$ cat config.mk
export PLATFORM = sky130hd
export DESIGN_NAME = hex_entry
export DESIGN_NICKNAME = d
export VERILOG_FILES = /design/src/rtl/hex_entry.sv
export SDC_FILE = /design/constraint.sdc
export NUM_CORES = 1
export LEC_CHECK = 0
export BUFFER_PORTS_ARGS = -buffer_cell sky130_fd_sc_hd__buf_2
export CAP_MARGIN = 20
export CORE_MARGIN = 2
export CORE_UTILIZATION = 45
export DETAILED_ROUTE_END_ITERATION = 7
export PLACE_DENSITY = 0.83
export SLEW_MARGIN = 20
export SYNTH_ARGS = -nofsm -noshare
export SYNTH_HDL_FRONTEND = slang
export SYNTH_SLANG_ARGS = --single-unit
export TNS_END_PERCENT = 20
$ cat constraint.sdc
create_clock -name clk -period 5.8 [get_ports clk]
set_input_delay 0.29 -clock clk [delete_from_list [all_inputs] [get_ports clk]]
set_output_delay 0.29 -clock clk [all_outputs]
set_load 0.02 [all_outputs]
$ cat src/rtl/hex_entry.sv
// Front-panel hex entry: assembles address/data from key pulses, issues handshaked stores
// and register-load strobes. Define HEX_ENTRY_REGLOAD_EN to enable the A/X/Y/SP/PC load keys.
module hex_entry (
  input  logic        clk,
  input  logic        rst_n,
  input  logic        enable,
  input  logic [15:0] key_hex,
  input  logic        b_load,
  input  logic        b_storeinc,
  input  logic        b_dec,
  input  logic        b_toA,
  input  logic        b_toX,
  input  logic        b_toY,
  input  logic        b_toSP,
  input  logic        b_toPC,
  output logic [15:0] addr,
  output logic [7:0]  data,
  output logic        mode,
  output logic        wr_req,
  output logic [15:0] wr_addr,
  output logic [7:0]  wr_data,
  input  logic        wr_ack,
  output logic [4:0]  reg_we,
  output logic [15:0] reg_wdata,
  output logic        busy
);

  typedef enum logic {IDLE, WRITE} state_t;

  state_t     state, next_state;
  logic       act_store, act_dec, act_load, act_hex;
  logic [3:0] hex_digit;

`ifdef HEX_ENTRY_REGLOAD_EN
  logic [4:0] to_keys;
  logic [4:0] to_sel;
  logic       act_reg;

  // Lowest set bit is the highest-priority register key (A first).
  assign to_keys = {b_toPC, b_toSP, b_toY, b_toX, b_toA};
  assign to_sel  = to_keys & (~to_keys + 5'd1);
`else
  logic unused_to_keys;

  assign unused_to_keys = &{1'b0, b_toA, b_toX, b_toY, b_toSP, b_toPC};
  assign reg_we    = 5'd0;
  assign reg_wdata = 16'd0;
`endif

  always_ff @(posedge clk or negedge rst_n) begin
    if (!rst_n) state <= IDLE;
    else        state <= next_state;
  end

  always_comb begin
    next_state = state;
    case (state)
      IDLE:    if (act_store && mode) next_state = WRITE;
      WRITE:   if (wr_ack)            next_state = IDLE;
      default: next_state = IDLE;
    endcase
  end

  // Key decode: only the highest-priority key acts, and only while idle and enabled.
  always_comb begin
    act_store = 1'b0;
    act_dec   = 1'b0;
    act_load  = 1'b0;
    act_hex   = 1'b0;
`ifdef HEX_ENTRY_REGLOAD_EN
    act_reg   = 1'b0;
`endif
    hex_digit = 4'd0;
    busy      = wr_req;
    for (int i = 15; i >= 0; i--) begin
      if (key_hex[i]) hex_digit = 4'(i);
    end
    if (state == IDLE && enable) begin
      if (b_storeinc)  act_store = 1'b1;
      else if (b_dec)  act_dec   = 1'b1;
      else if (b_load) act_load  = 1'b1;
`ifdef HEX_ENTRY_REGLOAD_EN
      else if (|to_keys) act_reg = 1'b1;
`endif
      else if (|key_hex) act_hex = 1'b1;
    end
  end

  always_ff @(posedge clk or negedge rst_n) begin
    if (!rst_n) begin
      addr    <= 16'h0000;
      data    <= 8'h00;
      mode    <= 1'b0;
      wr_req  <= 1'b0;
      wr_addr <= 16'h0000;
      wr_data <= 8'h00;
    end else begin
      case (state)
        IDLE: begin
          if (act_store) begin
            if (mode) begin
              wr_req  <= 1'b1;
              wr_addr <= addr;
              wr_data <= data;
            end else begin
              addr <= addr + 16'd1;
            end
          end else if (act_dec) begin
            addr <= addr - 16'd1;
          end else if (act_load) begin
            mode <= ~mode;
          end else if (act_hex) begin
            if (mode) data <= {data[3:0], hex_digit};
            else      addr <= {addr[11:0], hex_digit};
          end
        end
        WRITE: begin
          if (wr_ack) begin
            wr_req <= 1'b0;
            addr   <= addr + 16'd1;
          end
        end
        default: ;
      endcase
    end
  end

`ifdef HEX_ENTRY_REGLOAD_EN
  always_ff @(posedge clk or negedge rst_n) begin
    if (!rst_n) begin
      reg_we    <= 5'd0;
      reg_wdata <= 16'd0;
    end else if (act_reg) begin
      reg_we    <= to_sel;
      reg_wdata <= to_sel[4] ? addr : {8'h00, data};
    end else begin
      reg_we    <= 5'd0;
      reg_wdata <= 16'd0;
    end
  end
`endif

endmodule

==> Yosys cells after proc, flatten, opt, wreduce, memory -nomap -nowiden <==
Cells that the tools add are included.
{ "word_totals": {"regBits": 51, "input_bits": 28} }
{ "classes": {"addsub": 2, "eq_ne": 7, "n_mux": 45, "bitwise_logic": 5, "n_reduce_logical": 8} }
{ "op_table": {"columns": ["operator", "count"], "rows": [
  ["16-bit 2-to-1 mux", 7],
  ["4-bit 2-to-1 mux", 16],
  ["16-bit case mux with 2 select lines", 1],
  ["1-bit 2-to-1 mux", 19],
  ["16-bit by 1-bit adder with 16-bit output (second input constant)", 1],
  ["16-bit OR reduction", 1],
  ["16-bit by 1-bit subtractor with 16-bit output (second input constant)", 1],
  ["4-bit != test (second input constant)", 2],
  ["2-bit != test (second input constant)", 3],
  ["3-bit AND reduction", 2],
  ["6-bit AND reduction", 1],
  ["5-bit != test (second input constant)", 1],
  ["1-bit inverter", 5],
  ["5-bit AND reduction", 1],
  ["1-bit case mux with 2 select lines", 2],
  ["4-bit AND reduction", 1],
  ["3-bit != test (second input constant)", 1],
  ["1-bit logical AND", 2]
]} }

==> Logic depth before layout (Yosys ltp) <==
Gate-level depths: netlist of the first run.
{ "depth": {"ltp_word": 22, "ltp_mapped": 8, "ltp_nobuf": 8} }

==> Worst setup path before layout of the first run <==
No wires, ideal clock.
{ "synth_path": {"kind": "reg-to-reg", "start": "register addr[0]", "end": "register addr[10]", "t_arrival_ps": 1816, "path_slack_ps": 3863, "stages_incl_launch_ff": 9, "n_path_buf": 0, "path_cell_list": "dfrtp_1 inv_1 ha_1 nor3b_1 nand3_1 and3_1 a21oi_1 o22ai_1 a22o_1"} }
{ "synth_via": {"elab_chain_cells": 4} }
{ "synth_rtl": {"columns": ["element", "line", "text"], "rows": [
  ["start, declared", "16", "output logic [15:0] addr,"],
  ["start signal, assigned", "106", "addr <= addr + 16'd1;"],
  ["start signal, assigned", "109", "addr <= addr - 16'd1;"],
  ["start signal, assigned", "114", "else addr <= {addr[11:0], hex_digit};"],
  ["16-bit by 1-bit subtractor with 16-bit output / 16-bit by 1-bit adder with 16-bit output (equally long branches)", "109, 106, 120", null],
  ["16-bit 2-to-1 mux (on tied branches)", "108, 101", null],
  ["16-bit 2-to-1 mux", "100", "if (act_store) begin"],
  ["16-bit case mux with 2 select lines *", "98", "case (state)"]
]} }
Mark *: on every way between the ends. The rest lies on a longest branch, timed or not. The select of a mux whose other input is x is not followed.
A chain may end at the register's enable or synchronous reset.

==> Worst setup path after layout of the first run <==
{ "layout_path": {"start": "register state", "end": "register addr[2]"} }
{ "layout_via": {"elab_chain_cells": 6} }
{ "layout_rtl": {"columns": ["element", "line", "text"], "rows": [
  ["start, declared", "30", "state_t state, next_state;"],
  ["start signal, assigned", "52", "else state <= next_state;"],
  ["1-bit inverter (no source line)", null, null],
  ["1-bit logical AND", "78", "if (state == IDLE && enable) begin"],
  ["1-bit 2-to-1 mux", "78", null],
  ["16-bit 2-to-1 mux", "108", "end else if (act_dec) begin"],
  ["16-bit 2-to-1 mux", "100", null],
  ["16-bit case mux with 2 select lines", "98", null]
]} }
Parallel ways exist; a longest one is shown, timed or not.

==> results of run 1 <==
[logic make-up (layout without fill, tap and decap cells)]
family	count (synthesis)	after routing	share of synthesized area
buffers and inverters	56	93	0.0995
AOI/OAI and AO/OA	98	98	0.193
muxes	25	25	0.0881
adders and majority gates	2	2	0.00783
xor gates and xnor gates	5	5	0.0137
and+or+nand+nor	113	113	0.197
other	1	21	0.00117
DFF	51	51	0.400
[cells in the final DEF, fill, tap and decap left out, drive strengths merged, types with 2 or more instances in the layout]
cell       n
clkbuf     5
o32ai      2
o211ai     2
o21ai     26
inv       11
and2       3
buf       75
mux2      25
a22o       4
clkinvlp   2
nor4      11
o31ai      4
nor3b      2
nand4      6
nor2      27
nand2     33
and3       2
a21oi     30
dfrtp     51
o31a       2
ha         2
a21o       2
or3        3
xnor2      2
conb      21
o22ai      8
a31oi      4
nand3     10
xor2       3
o22a       2
nor3       5
[state kept, by name (all words and copies together) (netlist names)]
signal   count
wr_data      8
state        1
data         8
busy         1
mode         1
wr_addr     16
addr        16
[power breakdown]
group / switching [W] / internal, W
combinational: 0.000504 / 0.000309
sequential: 0.000198 / 0.000489
clock: 0.000125 / 0.0000865
[how the worst max path moves through the flow]
| stage | slack (ns) | from | endpoint |
|---|---|---|---|
| floorplan | 3.86 | addr[0] | addr[10] |
| global placement | 2.75 | state | addr[2] |
| detailed placement | 2.67 | state | addr[2] |
| CTS | 2.65 | state | addr[2] |
| global route | 2.44 | state | addr[2] |
| finish | 2.57 | state | addr[2] |
[area by class of cell]
cell class,count,area (sq um),share of cell area
flip-flops and latches,51,1280,0.355
clock buffers,5,68.8,0.0191
multi-input cells,264,1690,0.470
well taps,96,120,0.0334
clock inverters,3,23.8,0.00661
inverters,10,37.5,0.0104
repair buffers,75,380,0.106
[per-stage QoR]
stage	worst slack, ns	area, sq um
2_1_floorplan	3.86	3270
3_3_place_gp	2.75	3500
3_5_place_dp	2.67	3500
4_1_cts	2.65	3600
5_1_grt	2.44	3600
6_report	2.57	3600
[cell usage after synthesis (3+ instances only)]
library cell                n
sky130_fd_sc_hd__nor2_1    27
sky130_fd_sc_hd__a31oi_1    4
sky130_fd_sc_hd__and2_1     3
sky130_fd_sc_hd__dfrtp_1   51
sky130_fd_sc_hd__nor4_1     5
sky130_fd_sc_hd__nand4_1    6
sky130_fd_sc_hd__clkbuf_1   9
sky130_fd_sc_hd__inv_1      9
sky130_fd_sc_hd__o21ai_0   24
sky130_fd_sc_hd__mux2_2    25
sky130_fd_sc_hd__nand3_1   10
sky130_fd_sc_hd__a21oi_1   29
sky130_fd_sc_hd__buf_4     23
sky130_fd_sc_hd__o22ai_1    8
sky130_fd_sc_hd__a22o_1     4
sky130_fd_sc_hd__nor3_1     4
sky130_fd_sc_hd__nor4_2     5
sky130_fd_sc_hd__xor2_1     3
sky130_fd_sc_hd__o31ai_1    3
sky130_fd_sc_hd__nand2_1   33
sky130_fd_sc_hd__buf_2     11
[layer usage]
metal | GRT usage | up-vias | wire (microns)
li1 | - | 1349 | -
met1 | 0.281 | 1381 | 3280
met2 | 0.326 | 151 | 3810
met5 | 0 | - | 0
met3 | 0.0308 | 24 | 558
met4 | 0.0895 | 0 | 213
==> impl_metrics.csv, run 1 <==
group,metric,value,unit
sta,final_hold_viol_count,0,
critical_path,timing.critical_path.buf_inv,0,
floorplan,row_count,30,
layout,synthToLayoutAreaGrowth,12.6,%
layout,final_nets,437,
cts,cts_num_sinks,51,
placed_design,io_buffers,73,
grt,grt_first_pass_wirelength,12.6,mm
floorplan,dieArea,7790,sq um
cts,cts.htree.levels,2,
detailed_routing,route.antenna.remaining_nets,0,
yosys,ys_async_sr_fraction,1.00,
worst_hold_path,hp-class,"in2async",
grt,grt_remaining_overflow,0,
sta,final.min_clock_period,3.23,ns
cts,cts_tree,"built",
floorplan,core_region_area,6830,sq um
detailed_routing,dr.first_iter.drc_count,278,
cts,clock_insertion_delay_worst_skew,0.31,ns
layout,n_antenna_cell,0,
grt,antenna_found_initial,0,
critical_path,worst_path_max_delay_cell,"sky130_fd_sc_hd__and4b_1",
critical_path,setup.worst_path.start_class,"flip-flop",
detailed_routing,post-route-drc-count,0,
floorplan,io-pin-count,100,
power,peakVddDrop,0.000191,V
critical_path,worstSetupPathType,"reg2reg",
yosys,dominantRegCellSynth,"sky130_fd_sc_hd__dfrtp_1",
cts,clockBufferDepth,2,
sta,count_of_final_max_slew_check_failures,0,
yosys,synth_area_leaders,"sky130_fd_sc_hd__dfrtp_1 (40%), sky130_fd_sc_hd__mux2_2 (8.8%), sky130_fd_sc_hd__buf_4 (5.4%), sky130_fd_sc_hd__a21oi_1 (4.5%), sky130_fd_sc_hd__nand2_1 (3.9%)",
yosys,number_of_flops_mapped_to_enable_cells_by_yosys,0,
yosys,synth_top_area_cell,"sky130_fd_sc_hd__dfrtp_1",
sta,rsz0062_at_grt,"no",
grt,number_of_global_route_vias_before_repair,2652,
sta,timing_worst_slew_pin_value,0.895,ns
floorplan,die-height,88.3,microns
critical_path,crit-reg2reg-capture,"addr[2]",
critical_path,path_cells,"nand4bb_1 -> nand2_1 -> a21o_1 -> and4b_1 -> o21ai_0 -> a22o_1",
critical_path,ff2ff_path_depth,6,
critical_path,worstPathRequired,6.01,ns
critical_path,arrival,3.44,ns
power,finalPower,0.00171,W
flow_run,drv_cap,0,
layout,instances_no_fill,504,
placed_design,placed_cell_count,496,
sta,slew-limit-headroom,0.403,
critical_path,cp_depth,6,
detailed_routing,drt-pass1-iter-count,5,
detailed_routing,routedWlPerCell,15.6,microns
sta,achievable-frequency,0.309,GHz
run_status,status,"complete, no violations",
yosys,ys.warnings.count,0,
critical_path,reg2reg_setup_slack,2.57,ns
sta,final.setup_skew,0.0110,ns
sta,post-route-period-util,0.557,
cts,postCtsSetupRepairBufs,0,
cts,cts.repair.resized,0,
grt,grt_max_degree,52,
yosys,synthDominantCellAreaShare,0.400,
yosys,syn_area,3190,sq um
sta,worst_hold_slack_after_final_layout,0.0684,ns
layout,number_of_inserted_filler_cells_in_the_final_layout,647,
layout,utilization,0.527,
detailed_routing,routed_wl,7.86,mm
cts,postCtsHoldBufs,0,
critical_path,top_fanout_value_on_the_critical_path,21,
yosys,yosysSeqAreaShare,0.400,
sta,setup_viol_count_final,0,
cts,root_buffer_selected_by_cts,"sky130_fd_sc_hd__clkbuf_8",
grt,global_route.usage.total,0.206,
floorplan,die_width,88.3,microns
sta,totalNegativeSetupSlack,0,ns
yosys,post_synth_inst_count,351,
critical_path,critical_path.top_delay_family,"simple AND/OR/NAND/NOR gates",
floorplan,initial_core_util,0.468,
power,pwr_per_cell_area,476,nW/um^2
layout,layout-drive-gt1-share,0.304,
critical_path,regToRegStartpoint,"state",
placed_design,half_perimeter_wire_length_after_placement,5.60,mm
power,power_leakage,1.65,nW
cts,clk_transition_reported_paths,0.10,ns
critical_path,cp_slowest_stage_delay,0.71,ns
placed_design,routabilityCongestion,0.918,
cts,total_clock_buffers_created_by_cts,5,
yosys,netlist-cell-type-count,64,
detailed_routing,vias,2905,
critical_path,setup_crit_end_kind,"flip-flop",
yosys,synth_seq_cells,51,
detailed_routing,vias_per_cell,5.76,
yosys,syn_avg_cell_area,9.10,sq um
Power figures use the tool's default switching activity.
==> inputs of run 2 (changes only) <==
- PLACE_DENSITY: 0.83 -> 0.86
- clock period: 5.8 -> 2.8 ns (I/O delays scaled with it)
==> impl_metrics.csv, run 2 (synthesis gave the netlist of run 1 again) <==
group,metric,value,unit
critical_path,arrival,2.52,ns
placed_design,dpl_cell_area,3530,sq um
sta,totalNegativeSetupSlack,0,ns
layout,multiInputGateArea,1680,sq um
critical_path,setup_crit_end_kind,"flip-flop",
sta,final_hold_viol_count,0,
detailed_routing,vias_per_cell,5.86,
critical_path,setup.worst_path.start_class,"flip-flop",
critical_path,top_fanout_value_on_the_critical_path,14,
sta,setup_viol_count_final,0,
grt,grt_max_degree,35,
grt,grt_first_pass_wirelength,13.0,mm
power,pwr_per_cell_area,983,nW/um^2
cts,cts_num_sinks,51,
cts,cts.repair.resized,0,
floorplan,die_width,88.3,microns
floorplan,die-height,88.3,microns
detailed_routing,drt-pass1-iter-count,6,
detailed_routing,route.antenna.remaining_nets,0,
cts,postCtsSetupRepairBufs,0,
layout,final_common_cell,"sky130_fd_sc_hd__buf_2",
critical_path,worstPathRequired,3.00,ns
run_status,status,"complete, no violations",
grt,grt_remaining_overflow,0,
power,finalPower,0.00357,W
sta,final.min_clock_period,2.32,ns
cts,clockBufferDepth,2,
power,peakVddDrop,0.000337,V
grt,global_route.usage.total,0.210,
sta,rsz0062_at_grt,"no",
floorplan,core_region_area,6830,sq um
sta,post-route-period-util,0.827,
layout,regArea,1280,sq um
layout,layout-drive-gt1-share,0.312,
layout,biggestRegsByFlops,"addr x16, wr_addr x16",
grt,antenna_found_initial,0,
power,power_leakage,1.68,nW
detailed_routing,vias,2988,
sta,final.setup_skew,0.00528,ns
sta,achievable-frequency,0.432,GHz
cts,clock_insertion_delay_worst_skew,0.31,ns
floorplan,initial_core_util,0.468,
flow_run,drv_cap,0,
cts,root_buffer_selected_by_cts,"sky130_fd_sc_hd__clkbuf_8",
layout,finalInstanceArea,3640,sq um
detailed_routing,dr.first_iter.drc_count,469,
placed_design,half_perimeter_wire_length_after_placement,5.73,mm
detailed_routing,routed_wl,7.99,mm
cts,clk_transition_reported_paths,0.09,ns
cts,total_clock_buffers_created_by_cts,5,
layout,n_antenna_cell,0,
floorplan,row_count,30,
cts,cts.htree.levels,2,
layout,final_nets,443,
floorplan,dieArea,7790,sq um
critical_path,reg2reg_setup_slack,0.48,ns
sta,count_of_final_max_slew_check_failures,0,
floorplan,io-pin-count,100,
placed_design,io_buffers,73,
cts,postCtsHoldBufs,1,
sta,timing_worst_slew_pin_value,0.809,ns
worst_hold_path,hp-class,"in2reg",
sta,slew-limit-headroom,0.461,
detailed_routing,routedWlPerCell,15.7,microns
grt,number_of_global_route_vias_before_repair,2717,
critical_path,worstSetupPathType,"reg2reg",
placed_design,routabilityCongestion,0.889,
detailed_routing,post-route-drc-count,0,
layout,number_of_inserted_filler_cells_in_the_final_layout,632,
cts,cts_tree,"built",
layout,layout.cells.most_common_list,"sky130_fd_sc_hd__buf_2 (73), sky130_fd_sc_hd__dfrtp_1 (51), sky130_fd_sc_hd__nand2_1 (33), sky130_fd_sc_hd__a21oi_1 (29), sky130_fd_sc_hd__nor2_1 (27)",
layout,synthToLayoutAreaGrowth,13.8,%
==> run 2: metal layers <==
metal	global-route usage	wire length [microns]	part of all wire
met1	0.279	3320	0.42
met2	0.335	3790	0.47
met3	0.0326	554	0.069
met4	0.101	321	0.040
met5	0	0	0
==> run 2: power breakdown <==
part | internal (W) | switching [W] | total [W]
clock | 0.000179 | 0.000253 | 0.000432
combinational | 0.000653 | 0.00105 | 0.00171
sequential | 0.00101 | 0.000420 | 0.00143
total | 0.00185 | 0.00173 | 0.00357
==> run 2: layout make-up <==
class | instances | area share
Clock buffer | 5 | 0.0189
Clock inverter | 3 | 0.00654
Inverter | 10 | 0.0103
Multi-Input combinational cell | 264 | 0.462
Sequential cell | 51 | 0.351
Tap cell | 96 | 0.0330
Timing Repair Buffer | 81 | 0.118
==> run 2: through the flow <==
stage	cells	hold slack, ns	worst slack (ns)	utilization
after global routing	510	0.136	0.273	0.532
final	510	0.117	0.484	0.532
after CTS	510	0.105	0.500	0.532
after global placement	501	0.254	0.585	0.517
after detailed placement	501	0.273	0.500	0.517
after floorplan	371	-0.156	0.863	-
==> run 2: worst max-delay path: stages (launching register included) <==
cell and delay, ns:
sky130_fd_sc_hd__dfrtp_1 0.49, sky130_fd_sc_hd__nor4b_2 0.33, sky130_fd_sc_hd__and2b_1 0.18, sky130_fd_sc_hd__a21o_1 0.13
sky130_fd_sc_hd__and4b_1 0.53, sky130_fd_sc_hd__buf_4 0.27, sky130_fd_sc_hd__nand2_1 0.07, sky130_fd_sc_hd__a22o_1 0.23
==> run 2: path summary, 6_finish.rpt <==
kind	from	endpoint	depth (start not counted)
max in group asynchronous	rst_n	addr[3]	3
min in group asynchronous	rst_n	data[4]	2
max reg2reg	state	addr[10]	7
max	state	addr[10]	7
min reg2reg	wr_addr[7]	wr_addr[7]	2
min	wr_ack	state	2
